## src/rtl/rr_arb16_pkg.sv

```systemverilog
// Shared constants and state encoding for the 16-way round-robin arbiter.
package rr_arb16_pkg;

    localparam int NREQ             = 16;
    localparam int ID_W             = 4;
    localparam int HOLD_W           = 4;
    localparam int MAX_HOLD_DEFAULT = 8;

    typedef enum logic {
        ST_IDLE  = 1'b0,
        ST_GRANT = 1'b1
    } state_t;

endpackage

```

## src/rtl/rr_arb16_dec4x16.sv

```systemverilog
// 4-to-16 one-hot decoder with enable; all outputs low when disabled.
module dec4x16
    import rr_arb16_pkg::*;
(
    input  logic [ID_W-1:0] i_sel,
    input  logic            i_en,
    output logic [NREQ-1:0] o_dec
);

    genvar gi;
    generate
        for (gi = 0; gi < NREQ; gi++) begin : g_dec
            assign o_dec[gi] = i_en && (i_sel == ID_W'(gi));
        end
    endgenerate

endmodule

```

## src/rtl/rr_arb16.sv

```systemverilog
// 16-requester round-robin arbiter with a bounded hold time per grant.
// A holder keeps the grant until it drops its request, or until it has
// held for MAX_HOLD cycles while someone else is waiting.
module rr_arb16
    import rr_arb16_pkg::*;
#(
    parameter int MAX_HOLD = MAX_HOLD_DEFAULT
) (
    input  logic            clk,
    input  logic            rst,
    input  logic [NREQ-1:0] req,
    output logic [NREQ-1:0] gnt,
    output logic [ID_W-1:0] gnt_id,
    output logic            gnt_valid
);

    localparam logic [HOLD_W-1:0] HOLD_LAST = HOLD_W'(MAX_HOLD - 1);

    state_t            r_state;
    state_t            w_state_next;
    logic [ID_W-1:0]   r_gnt_id;
    logic [ID_W-1:0]   w_gnt_id_next;
    logic              r_gnt_valid;
    logic              w_gnt_valid_next;
    logic [HOLD_W-1:0] r_hold;
    logic [HOLD_W-1:0] w_hold_next;
    logic [ID_W-1:0]   r_last;
    logic [ID_W-1:0]   w_last_next;

    logic [NREQ-1:0]   w_gnt;
    logic [NREQ-1:0]   w_cand;
    logic [ID_W-1:0]   w_start;
    logic [ID_W-1:0]   w_pick_id;
    logic              w_pick_found;
    logic              w_holder_req;
    logic              w_hold_limit;

    dec4x16 u_dec (
        .i_sel (r_gnt_id),
        .i_en  (r_gnt_valid),
        .o_dec (w_gnt)
    );

    assign gnt       = w_gnt;
    assign gnt_id    = r_gnt_id;
    assign gnt_valid = r_gnt_valid;

    // The decoded grant masks the holder out of the candidate set; in IDLE
    // it is zero, so every requester competes.
    assign w_cand       = req & ~w_gnt;
    assign w_start      = r_last + 1'b1;
    assign w_holder_req = |(req & w_gnt);
    assign w_hold_limit = (r_hold == HOLD_LAST);

    // Round-robin search: first candidate at or after last+1, wrapping 15->0.
    always_comb begin
        w_pick_found = 1'b0;
        w_pick_id    = '0;
        for (int i = 0; i < NREQ; i++) begin
            if (!w_pick_found && w_cand[w_start + ID_W'(i)]) begin
                w_pick_found = 1'b1;
                w_pick_id    = w_start + ID_W'(i);
            end
        end
    end

    // Next-state logic: issue, hold, hand over or release the grant.
    always_comb begin
        w_state_next     = r_state;
        w_gnt_id_next    = r_gnt_id;
        w_gnt_valid_next = r_gnt_valid;
        w_hold_next      = r_hold;
        w_last_next      = r_last;
        case (r_state)
            ST_IDLE: begin
                if (w_pick_found) begin
                    w_state_next     = ST_GRANT;
                    w_gnt_id_next    = w_pick_id;
                    w_gnt_valid_next = 1'b1;
                    w_hold_next      = '0;
                    w_last_next      = w_pick_id;
                end
            end
            ST_GRANT: begin
                if (!w_holder_req || (w_hold_limit && w_pick_found)) begin
                    if (w_pick_found) begin
                        // Hand over on the same edge, no idle cycle.
                        w_gnt_id_next = w_pick_id;
                        w_hold_next   = '0;
                        w_last_next   = w_pick_id;
                    end else begin
                        w_state_next     = ST_IDLE;
                        w_gnt_valid_next = 1'b0;
                        w_hold_next      = '0;
                    end
                end else if (!w_hold_limit) begin
                    // Saturates at MAX_HOLD-1 when nobody competes.
                    w_hold_next = r_hold + 1'b1;
                end
            end
        endcase
    end

    // State registers; reset leaves last=15 so requester 0 wins first.
    always_ff @(posedge clk or posedge rst) begin
        if (rst) begin
            r_state     <= ST_IDLE;
            r_gnt_id    <= '0;
            r_gnt_valid <= 1'b0;
            r_hold      <= '0;
            r_last      <= '1;
        end else begin
            r_state     <= w_state_next;
            r_gnt_id    <= w_gnt_id_next;
            r_gnt_valid <= w_gnt_valid_next;
            r_hold      <= w_hold_next;
            r_last      <= w_last_next;
        end
    end

endmodule
```

## config.mk

```make
export PLATFORM = sky130hd
export DESIGN_NAME = rr_arb16
export DESIGN_NICKNAME = d
export VERILOG_FILES = /design/src/rtl/rr_arb16_pkg.sv /design/src/rtl/rr_arb16_dec4x16.sv /design/src/rtl/rr_arb16.sv
export SDC_FILE = /design/constraint.sdc
export NUM_CORES = 1
export LEC_CHECK = 0
export ABC_AREA = 1
export CAP_MARGIN = 10
export CORE_ASPECT_RATIO = 1.1
export CORE_UTILIZATION = 55
export CTS_BUF_LIST = sky130_fd_sc_hd__clkbuf_4
export DETAILED_ROUTE_END_ITERATION = 7
export HOLD_SLACK_MARGIN = 0.06
export PLACE_DENSITY = 0.8
export SLEW_MARGIN = 15
export SYNTH_ARGS = -nofsm -noshare
export SYNTH_HDL_FRONTEND = slang
export SYNTH_HIERARCHICAL = 1
export SYNTH_SLANG_ARGS = --single-unit
```

## constraint.sdc

```tcl
create_clock -name clk -period 6.9 [get_ports clk]
set_clock_uncertainty 0.05 [all_clocks]
set_input_delay 0.69 -clock clk [delete_from_list [all_inputs] [get_ports clk]]
set_output_delay 0.69 -clock clk [all_outputs]
set_load 0.05 [all_outputs]
```

==> impl_metrics.ini <==
[synth]
yosys.area.top_type = nand3_1
avgSynthCellArea_um2 = 5.76
synth_nets = 534
synth_cell_type_count = 40
synth_area_um2 = 2950
synth_commonest_cells = nand2_1 (142), nand3_1 (107), inv_1 (60), nor2_1 (58), nand2_2 (23)
yosys_warnings = 6
synth_top_area_share_pct = 18.2
synthTopCellsByArea = nand3_1 (18%), nand2_1 (18%), dfrtp_1 (8.5%), inv_1 (7.6%), nor2_1 (7.4%)
yosysSeqAreaShare_pct = 12.1
synth_edf_count = 0
ys_ff_latch = 14
post-synth-top-count-cell = nand2_1
syn_inst = 512
yosys_most_used_dff = dfrtp_1
ys_async_sr_fraction_pct = 100

[critical_path]
max_stage_delay_ns = 0.90
worstPathMaxFanout = 25
crit_top_cell = nand2_1
cp-start-kind = flop
crit_slowest_cell = dfstp_2
cp-end-kind = flop
crit_chain = inv_4 -> ha_1 -> inv_2 -> nand2_2 -> nand2_2 -> inv_2 -> nand2_1 -> nand2_1 -> nand2_1 -> nand2_2 -> nand4_4 -> nor2_4 -> nand4_2 -> nor2_4 -> nand4_4 -> nor2_2 -> nand3_2 -> o21ai_2 -> a21oi_1 -> nand2_1 -> nand2_1
crit_arrival_ns = 4.63
required_ns = 7.02
path_class = reg2reg

[clock_tree]
cts_tree = built
post_cts_buffers = 0
cts.clk_slew.worst_paths_ns = 0.08
numCtsBuffers = 3
htree_levels = 1
worstSkewPairLatency_ns = 0.28
ctsResizeCount = 0
postCtsHoldBufs = 0
clkSinkCount = 14
clock_path_buffers = 2
cts_root_buffer = clkbuf_4

[finish]
n_antenna_cell = 0
synthToLayoutAreaGrowth_pct = 12.0
fin_nets = 564
drive_above_1_share_pct = 13.1

[sta]
rsz0062_at_grt = no
fin_crit_sh_pct = 65.4
fin_crit_ns = 4.51
worst_pin_slew_ns = 0.622
tns_ns = 0
maxClockFrequency_ghz = 0.222
maxSlewHeadroom_pct = 58.5
setup_viol = 0
holdWs_ns = 0.474
hold_viol = 0
drv_slew = 0

[floorplan]
die-area_um2 = 5650
start_util_pct = 58.1
rows = 27
die_height_um = 78.8
ios = 39
die_x_um = 71.8
placeableCoreArea_um2 = 5070

[detailed_routing]
num_vias = 3463
viasPerCell = 5.78
routed_wirelength_mm = 8.88
route.detailed.drc = 0
drt.antenna.violating_nets = 0
wire_per_inst_um = 14.8
drt_first_pass_iters = 6
drtIter0Drc = 343

[grt]
grtUsageMet2_pct = 54.7
grt_max_degree = 26
use_met3_pct = 1.40
grt.busiest_layer = met2
grt_usage_pct = 32.6
antenna_found_initial = 0
grt_pass1_wl_mm = 14.6
met1_usage_pct = 42.1
gr-total-overflow = 0
grt_pass1_vias = 3164

[placement]
dp_hpwl_mm = 7.32
portBuffers = 38
place_congestion = 0.967

[run]
maxCapViolations = 0

[run_status]
status = completed

[min_path]
hold_class = reg2reg
[sequential cells by signal (all words and copies together), names as in the netlist]
| signal | flops |
|---|---|
| r_last | 4 |
| r_hold | 4 |
| gnt_id | 4 |
| gnt_valid | 1 |
| r_state | 1 |
[through the flow]
stage	std cells	setup WS [ns]	utilization, %	cell area (um^2)
6_report	599	2.39	65.1	3300
5_1_grt	599	1.94	65.1	3300
2_1_floorplan	512	2.99	-	2950
3_5_place_dp	595	2.49	64.5	3270
3_3_place_gp	595	2.55	64.5	3270
4_1_cts	599	2.45	65.1	3300
[worst paths after layout]
kind                           start        end  slack (ns)  cells past startpoint
setup reg to reg           r_last[0]  gnt_id[2]        2.39                     21
min in group asynchronous        rst    r_state        0.68                      2
max in group asynchronous        rst  r_last[3]        5.76                      2
setup / recovery           r_last[0]  gnt_id[2]        2.39                     21
hold / removal             r_last[3]  r_last[3]        0.47                      2
hold reg to reg            r_last[3]  r_last[3]        0.47                      2
[metal layers]
metal | wire (um) | part of all wire [%]
met4 | 465 | 5.2
met2 | 4090 | 46
met5 | 0 | 0
met3 | 469 | 5.3
met1 | 3850 | 43
[area by class of cell]
type                       count  area [um^2]
inverter                      69          264
tap                           58         72.6
fill                         505         1770
clock buffer                   4         30.0
timing repair buffer          38          380
multi-input combinational    416         2200
sequential                    14          355
[critical path, delay by kind of cell, from the launching register on]
family          cells  cell delay (ns)
simple gates       15             1.72
flops               1             0.90
fa+ha+maj           1             0.74
buf+inv             3             0.59
compound gates      2             0.35
[cells in the final DEF (no fill, tap or decap), types with 3 or more instances in the layout]
cell,synthesis,layout
nand2_1,142,142
nand3_1,107,107
inv_1,60,60
nor2_1,58,58
clkdlybuf4s50_1,0,38
nand2_2,23,23
dfrtp_1,10,10
nand3_2,8,8
nand4_1,8,8
inv_2,7,7
o21ai_0,7,7
o21ai_1,7,7
a21oi_1,5,5
nor2_4,4,4
xor2_2,4,4
a22o_1,4,4
a221oi_1,4,4
nor3_1,4,4
ha_1,4,4
clkbuf_4,0,4
dfstp_2,4,4
nand2_4,3,3
nand4_4,3,3
xor2_1,3,3
a31oi_1,3,3
[cells by family after synthesis]
family	Yosys count	synth area share [%]
buffers and inverters	82	13.4
adders and majority gates	4	1.70
xor gates and xnor gates	7	3.10
and+or+nand+nor	370	62.1
DFF	14	12.1
AOI/OAI and AO/OA	35	7.64
Power is not shown: default switching activity piles up to over one toggle a cycle in this logic, so the estimate is an artifact.
